[config.mk]
export PLATFORM = sky130hd
export DESIGN_NAME = perf_monitor
export DESIGN_NICKNAME = d
export VERILOG_FILES = /design/src/rtl/perf_monitor.sv
export SDC_FILE = /design/constraint.sdc
export NUM_CORES = 1
export LEC_CHECK = 0
export BUFFER_PORTS_ARGS = -buffer_cell sky130_fd_sc_hd__buf_4
export CAP_MARGIN = 40
export CORE_UTILIZATION = 40
export CTS_BUF_LIST = sky130_fd_sc_hd__clkbuf_16
export DETAILED_ROUTE_END_ITERATION = 8
export SETUP_SLACK_MARGIN = 0.05
export SLEW_MARGIN = 15
export SYNTH_ARGS = -nofsm -noshare
export SYNTH_HDL_FRONTEND = slang
export SYNTH_SLANG_ARGS = --single-unit
[constraint.sdc]
create_clock -name cpu_clk -period 3.33 [get_ports cpu_clk]
set_input_delay 0 -clock cpu_clk [delete_from_list [all_inputs] [get_ports cpu_clk]]
set_output_delay 0 -clock cpu_clk [all_outputs]
set_load 0.01 [all_outputs]
[src/rtl/perf_monitor.sv]
// Multi-channel PC-window performance monitor: per-channel start/stop triggered
// saturating counters with a registered readout port.
module perf_monitor #(
    parameter int unsigned PC_WIDTH        = 12,
    parameter int unsigned COUNT_WIDTH     = 32,
    parameter int unsigned CHANNELS        = 4,
    parameter logic [PC_WIDTH-1:0] DEFAULT_STOP_PC = {PC_WIDTH{1'b1}},
    localparam int unsigned CHAN_W         = (CHANNELS > 1) ? $clog2(CHANNELS) : 1
) (
    input  logic                   cpu_clk,
    input  logic                   resetN,
    input  logic [PC_WIDTH-1:0]    pc,
    input  logic                   cfg_we,
    input  logic [CHAN_W-1:0]      cfg_chan,
    input  logic                   cfg_enable,
    input  logic [1:0]             cfg_mode,
    input  logic [PC_WIDTH-1:0]    cfg_start_pc,
    input  logic [PC_WIDTH-1:0]    cfg_stop_pc,
    input  logic                   clear_all,
    input  logic [CHAN_W-1:0]      rd_chan,
    output logic [COUNT_WIDTH-1:0] rd_count,
    output logic [CHANNELS-1:0]    running,
    output logic [CHANNELS-1:0]    done,
    output logic [CHANNELS-1:0]    overflow
);

    typedef enum logic [1:0] {StIdle, StArmed, StRunning, StDone} state_e;

    logic [PC_WIDTH-1:0]    pc_prev;
    logic [COUNT_WIDTH-1:0] count_vec [CHANNELS];

    always_ff @(posedge cpu_clk) begin
        if (!resetN) begin
            pc_prev <= '0;
        end else begin
            pc_prev <= pc;
        end
    end

    for (genvar g = 0; g < CHANNELS; g++) begin : g_chan
        state_e                 state_q, state_d;
        logic                   enable_q, enable_d;
        logic [1:0]             mode_q, mode_d;
        logic [PC_WIDTH-1:0]    start_q, start_d;
        logic [PC_WIDTH-1:0]    stop_q, stop_d;
        logic [COUNT_WIDTH-1:0] count_q, count_d;
        logic                   ovf_q, ovf_d;
        logic                   cfg_hit;
        logic                   qualify;
        logic                   inc;

        assign cfg_hit = cfg_we && (cfg_chan == CHAN_W'(g));

        always_comb begin
            state_d  = state_q;
            enable_d = enable_q;
            mode_d   = mode_q;
            start_d  = start_q;
            stop_d   = stop_q;
            count_d  = count_q;
            ovf_d    = ovf_q;
            qualify  = 1'b0;
            inc      = 1'b1;

            // Start is only looked for while armed, stop only while running,
            // so start == stop still opens the window.
            unique case (state_q)
                StArmed: begin
                    if (pc == start_q) begin
                        state_d = StRunning;
                        qualify = 1'b1;
                    end
                end
                StRunning: begin
                    if (pc == stop_q) begin
                        state_d = StDone;
                    end else begin
                        qualify = 1'b1;
                    end
                end
                default: ;
            endcase

            unique case (mode_q)
                2'd1:    inc = (pc != pc_prev);
                2'd2:    inc = (pc == start_q) && (pc_prev != start_q);
                default: inc = 1'b1;
            endcase

            if (qualify && inc) begin
                if (&count_q) begin
                    ovf_d = 1'b1;
                end else begin
                    count_d = count_q + COUNT_WIDTH'(1);
                end
            end

            if (cfg_hit) begin
                enable_d = cfg_enable;
                mode_d   = cfg_mode;
                start_d  = cfg_start_pc;
                stop_d   = cfg_stop_pc;
            end

            // A restart overrides any match evaluated above in the same cycle.
            if (cfg_hit || clear_all) begin
                count_d = '0;
                ovf_d   = 1'b0;
                state_d = enable_d ? StArmed : StIdle;
            end
        end

        always_ff @(posedge cpu_clk) begin
            if (!resetN) begin
                state_q  <= StIdle;
                enable_q <= 1'b0;
                mode_q   <= 2'd0;
                start_q  <= '0;
                stop_q   <= DEFAULT_STOP_PC;
                count_q  <= '0;
                ovf_q    <= 1'b0;
            end else begin
                state_q  <= state_d;
                enable_q <= enable_d;
                mode_q   <= mode_d;
                start_q  <= start_d;
                stop_q   <= stop_d;
                count_q  <= count_d;
                ovf_q    <= ovf_d;
            end
        end

        assign running[g]   = (state_q == StRunning);
        assign done[g]      = (state_q == StDone);
        assign overflow[g]  = ovf_q;
        assign count_vec[g] = count_q;
    end

    always_ff @(posedge cpu_clk) begin
        if (!resetN) begin
            rd_count <= '0;
        end else if (32'(rd_chan) < CHANNELS) begin
            rd_count <= count_vec[rd_chan];
        end else begin
            rd_count <= '0;
        end
    end

endmodule

# --- Word level (Yosys, flattened, before mapping) ---
# Index checks and enable logic that the tools add are counted.
totals:
  out_inout_bits: 44
  mem_bits_rw: 0
  ff_bits: 292
  inputBits: 47
  wordCells: 169
  memories: 0
  romBits: 0
  latchBits: 0
op_classes:
  shift: 0
  n_lt_le_gt_ge: 1
  n_mux: 43
  add_sub_neg: 4
  reduce_logical: 41
  div: 0
  bitwise_logic: 6
  mul: 0
  eq_ne: 44
ops:
  columns: ["op", "n"]
  rows:
  - ["33-bit AND reduction", 4]
  - ["32-bit by 1-bit adder with 32-bit output (second input constant)", 4]
  - ["32-bit AND reduction", 4]
  - ["12-bit equality test", 8]
  - ["32-bit binary-select mux with 2-bit select", 1]
  - ["32-bit 2-to-1 mux", 2]
  - ["12-bit != test", 5]
  - ["2-bit equality test (second input constant)", 14]
  - ["2-bit 2-to-1 mux", 12]
  - ["2-bit by 1-bit equality test with 1-bit output (second input constant)", 9]
  - ["1-bit 2-to-1 mux", 16]
  - ["1-bit case mux with 2 select lines", 8]
  - ["2-bit case mux with 2 select lines", 4]
  - ["1-bit logical AND", 12]
  - ["3-bit by 1-bit != test with 1-bit output (second input constant)", 4]
  - ["3-bit != test (second input constant)", 4]
  - ["3-bit AND reduction", 4]
  - ["3-bit nonzero test", 4]
  - ["2-bit AND reduction", 4]
  - ["2-bit OR reduction", 4]
  - ["1-bit NOT", 5]
  - ["1-bit logical OR", 4]
  - ["3-bit >= comparator (second input constant)", 1]
  - ["2-bit NOT with 3-bit output", 1]
  - ["2-bit logical NOT", 1]

# --- Depth between registers and ports, before layout ---
depth:
  word_depth: 5
  depth_mapped: 10
  ltp_nobuf: 8

# --- Worst setup path before layout ---
# OpenSTA, ideal clock, no wires.
synth_path:
  kind: "register to register"
  startpoint: "register g_chan[1].start_q[11]"
  endpoint: "register g_chan[1].count_q[25]"
  required_ns: 3.259
  arrival_time_ns: 2.375
  setup_slack_ns: 0.884
  path_stages_with_launch: 10
  setup_ns: 0.071
  n_path_buf: 2
  synth_period_minus_slack_ns: 2.446
  cell_sequence: "dfxtp_1 xor2_2 nor4_4 and3_4 a31oi_4 or4b_1 buf_2 buf_6 or3_1 a21oi_1"
synth_between:
  elab_chain_len: 5
  word_cells_on_any_way: 8
  cone_classes: "eq/ne: 2; mux: 3; reduce/logical: 3"
synth_lines:
  columns: ["item", "line_no", "source"]
  rows:
  - ["start: declaration", "44", "logic [PC_WIDTH-1:0] start_q, start_d;"]
  - ["start signal: assignment", "126", "start_q <= start_d;"]
  - ["12-bit equality test or 12-bit != test (tied branches)", "69, 86", null]
  - ["1-bit 2-to-1 mux or 1-bit logical AND (tied branches)", "69, 86", null]
  - ["1-bit case mux with 2 select lines (on tied branches)", "67, 84", null]
  - ["1-bit logical AND *", "90", "if (qualify && inc) begin"]
  - ["2-bit AND reduction (no source line) *", null, null]
  - ["end signal: assignment", "128", "count_q <= count_d;"]
  - ["end: declaration", "46", "logic [COUNT_WIDTH-1:0] count_q, count_d;"]
# Mark *: on every way between the ends. The rest lies on a longest branch, timed or not.
# A chain may end at the register's enable or synchronous reset.

# --- Worst setup path in the final report ---
layout_path:
  startpoint: "register g_chan[3].start_q[10]"
  endpoint: "register g_chan[3].count_q[14]"
layout_between:
  elab_chain_len: 5
  word_cells_on_any_way: 8
  cone_classes: "eq/ne: 2; mux: 3; reduce/logical: 3"
layout_lines:
  columns: ["item", "line_no"]
  rows:
  - ["start: declaration", "44"]
  - ["start signal: assignment", "126"]
  - ["12-bit equality test or 12-bit != test (tied branches)", "69, 86"]
  - ["1-bit 2-to-1 mux or 1-bit logical AND (tied branches)", "69, 86"]
  - ["1-bit case mux with 2 select lines (on tied branches)", "67, 84"]
  - ["1-bit logical AND *", "90"]
  - ["2-bit AND reduction (no source line) *", null]
  - ["end signal: assignment", "128"]
  - ["end: declaration", "46"]
# Marked as above.

==> metrics.md <==
| Metric | Value |
|---|---|
| Outcome | finished clean |
| Slew margin rel. | 43.5% |
| Most common cell after layout, fill and taps aside | nand2_1 |
| YS warnings | 0 |
| Initial antenna violation count | 0 |
| Fin. Hold Viols | 0 |
| Worst Setup Path Type | reg -> reg |
| Clock Sinks | 292 |
| Layout cells sized above 1 | 12.7% |
| Hold Crit Class | in -> reg |
| Worst-margin pin slew | about 0.84 ns |
| Final Non-Filler Cells | 2403 |
| Ys flop type | dfxtp_1 |
| #FFs+latches synth | 292 |
| Largest area contributor in the netlist | dfxtp_1 |
| DRC viols | 0 |
| Crit path max fanout | 20 |
| Post-synthesis average cell area | between 8 and 9 sq um |
| Hpwl dp | 35.3 mm |
| Final #Nets | 1944 |
| Final Cell Area | 17800 sq um |
| Initial DRC count | 983 |
| Vert. Die Dim | between 150 and 200 um |
| Area share of the largest cell type after synthesis | roughly two fifths |
| PD cells | roughly 450 nW/um^2 |
| Worst-path clk slew | 0.06 ns |
| Port Buffer Count | 90 |
| Nature of the critical path startpoint | register |
| Setup crit end kind | register |
| Detailed-route via count | around 14k |
| Worst-skew pair later-pin latency | 0.55 ns |
| Hold Path Cell Cnt | 4 |
| Register area share after synthesis | 38.5% |
| Total CTS buffers | 35 |
| Total core area | 37500 sq um |
| Post-synthesis compound-gate area fraction | 11.4% |
| Max cap viols | 0 |
| Avg WL per Cell | about 20 um |
| Final wirelength | 49.0 mm |
| Main combinational cell family by area after synthesis | simple AND/OR/NAND/NOR gates |
| IO Count | 91 |
| Xor/xnor cell area share of the yosys netlist | 10.4% |
| Pleak | roughly 6.4 nW |
| Design Power | slightly below 0.008 W |
| Most frequent cells in the layout | 318 x nand2_1, 292 x dfxtp_1, 129 x buf_4 |
| Clock root buffer master | clkbuf_16 |
| Util after Layout | 47.4% |
| Cell Rows | 71 |
| Largest net degree at the start of global routing | between 60 and 70 |
| Simple-Gate Fraction of Synth Area | 27.3% |
| Vias in the first global route | 12.9k |
| Number of flops mapped to enable cells by yosys | 0 |
| Postcts setup bufs | 0 |
| Required @ worst endpoint | 3.78 ns |
| Initial Util | roughly 41% |
| Die area | 38800 sq um |
| Crit share post-route | between 90% and 100% |
| Fin crit period | 3.11 ns |
| Syn nets | 1847 |
| Adder-cell share of the synthesized area | 1.98% |
| P&R area growth vs syn | 17.1% |
| Antenna viol nets, final | 0 |
| Synth area leaders | dfxtp_1 38%, nand2_1 7.9%, xnor2_1 5.8% |
| RSZ-0062 raised after global routing | false |
| Slew Limit Fails | 0 |
| Multiplexer share of the synthesized area | under 10% |
| First-pass GRT wire length | 75.8 mm |
| H-tree levels | 2 |
| Setup violators final | 0 |
| Congestion Overflow GR | 0 |
| CTS resizes | 0 |
| Netlist cell types | 61 |
| Critical path arrival | between 3 and 4 ns |
| TritonRoute pass-1 iters | 5 |
| Placer Congestion | a little over 0.9 |
| Max VDD drop | 0.340 mV |
| Gr usage total | 25.5% |
| Cells after Synth | 1776 |
| Inserted Diodes | 0 |
| Asr flop ratio synth | 0% |
| Fmax | about 320 MHz |
| Clock buffer depth | 3 |
| TritonCTS clock tree | built |
| Dpl cell area | 16300 sq um |
| Placed Instances | 2306 |
| R2R cell count | 8 |
| TNS Setup | 0 ns |
| Via-to-Cell Ratio | 5.70 |
| Clock skew | 0.0232 ns |
| Die W | 197 um |
| Mapped Area | around 15000 sq um |
[power by group]
part           switching [W]  internal (W)  total, W
registers          0.0000702       0.00356   0.00363
logic               0.000407      0.000292  0.000699
clock network        0.00150       0.00210   0.00360
[cell families (layout without fill, tap and decap cells)]
| group | count (synthesis) | in the layout |
|---|---|---|
| adder cells (fa/ha/maj) | 24 | 24 |
| AO/OA/AOI/OAI | 262 | 262 |
| multiplexers | 53 | 53 |
| XOR/XNOR | 178 | 178 |
| buffers and inverters | 152 | 268 |
| flip-flops | 292 | 292 |
| AND/OR/NAND/NOR | 815 | 815 |
[synth_stat cells, types with 10 or more instances]
cell type and count:
a21boi_0 60, a21oi_1 75, and2_1 52, and3_1 24, and4_1 11, buf_2 12
clkbuf_1 82, dfxtp_1 292, ha_1 24, inv_1 41, mux2i_1 21, mux4_2 32
nand2_1 318, nand3_1 109, nand4_1 62, nor2_1 58, nor3_1 23, nor4_1 26
o211ai_1 11, o21a_1 10, o21ai_0 48, o31ai_1 20, or3_1 66, or4_1 31
xnor2_1 100, xor2_1 75
[critical path, stage by stage (launching register included)]
cell and delay (ns):
dfxtp_1 0.35, xor2_1 0.19, nor4_1 0.52, nand3_1 0.42, o32ai_2 0.51, nand3_1 0.13
buf_4 0.22, or4_1 0.50, a21oi_1 0.16
[worst paths after layout]
check / slack [ns] / end / startpoint
max: 0.22 / g_chan[3].count_q[14] / g_chan[3].start_q[10]
min: 0.11 / g_chan[2].count_q[28] / cfg_chan[0]
max reg2reg: 0.22 / g_chan[3].count_q[14] / g_chan[3].start_q[10]
min reg2reg: 0.45 / g_chan[1].ovf_q / g_chan[1].ovf_q
[flip-flops by register name, indices dropped and copies added (netlist names)]
register	cells
g_chan.start_q	48
g_chan.ovf_q	4
g_chan.count_q	128
rd_count	32
g_chan.mode_q	8
g_chan.state_q	8
pc_prev	12
g_chan.enable_q	4
g_chan.stop_q	48
[metrics by stage]
step | setup WS (ns) | hold slack (ns)
3_3_place_gp | 0.291 | 0.250
4_1_cts | 0.271 | 0.0764
5_1_grt | 0.126 | 0.118
3_5_place_dp | 0.297 | 0.255
2_1_floorplan | 0.884 | 0.124
6_report | 0.224 | 0.108
[area by class of cell]
cell class	instances	area, sq um
Fill cell	3647	19700
Multi-Input combinational cell	1332	8700
Sequential cell	292	5850
Timing Repair Buffer	171	1380
Clock buffer	36	901
Tap cell	511	639
Inverter	41	154
Clock inverter	20	150
[metal layers]
layer  global-route usage, %  share of wire, %  up-vias
met5                       0                 0        -
met4                    10.7               3.6        0
met3                    3.75               6.4      100
met2                    41.0                47      467
met1                    34.0                43     6684
li1                        -                 -     6446
[timing repair]
item / CTS / global route
endpoints found under the hold margin: 157 / 0
hold buffers: 41 / 0
setup endpoints to repair: 0 / 0
No activity file was read; power rests on OpenSTA's default activity.
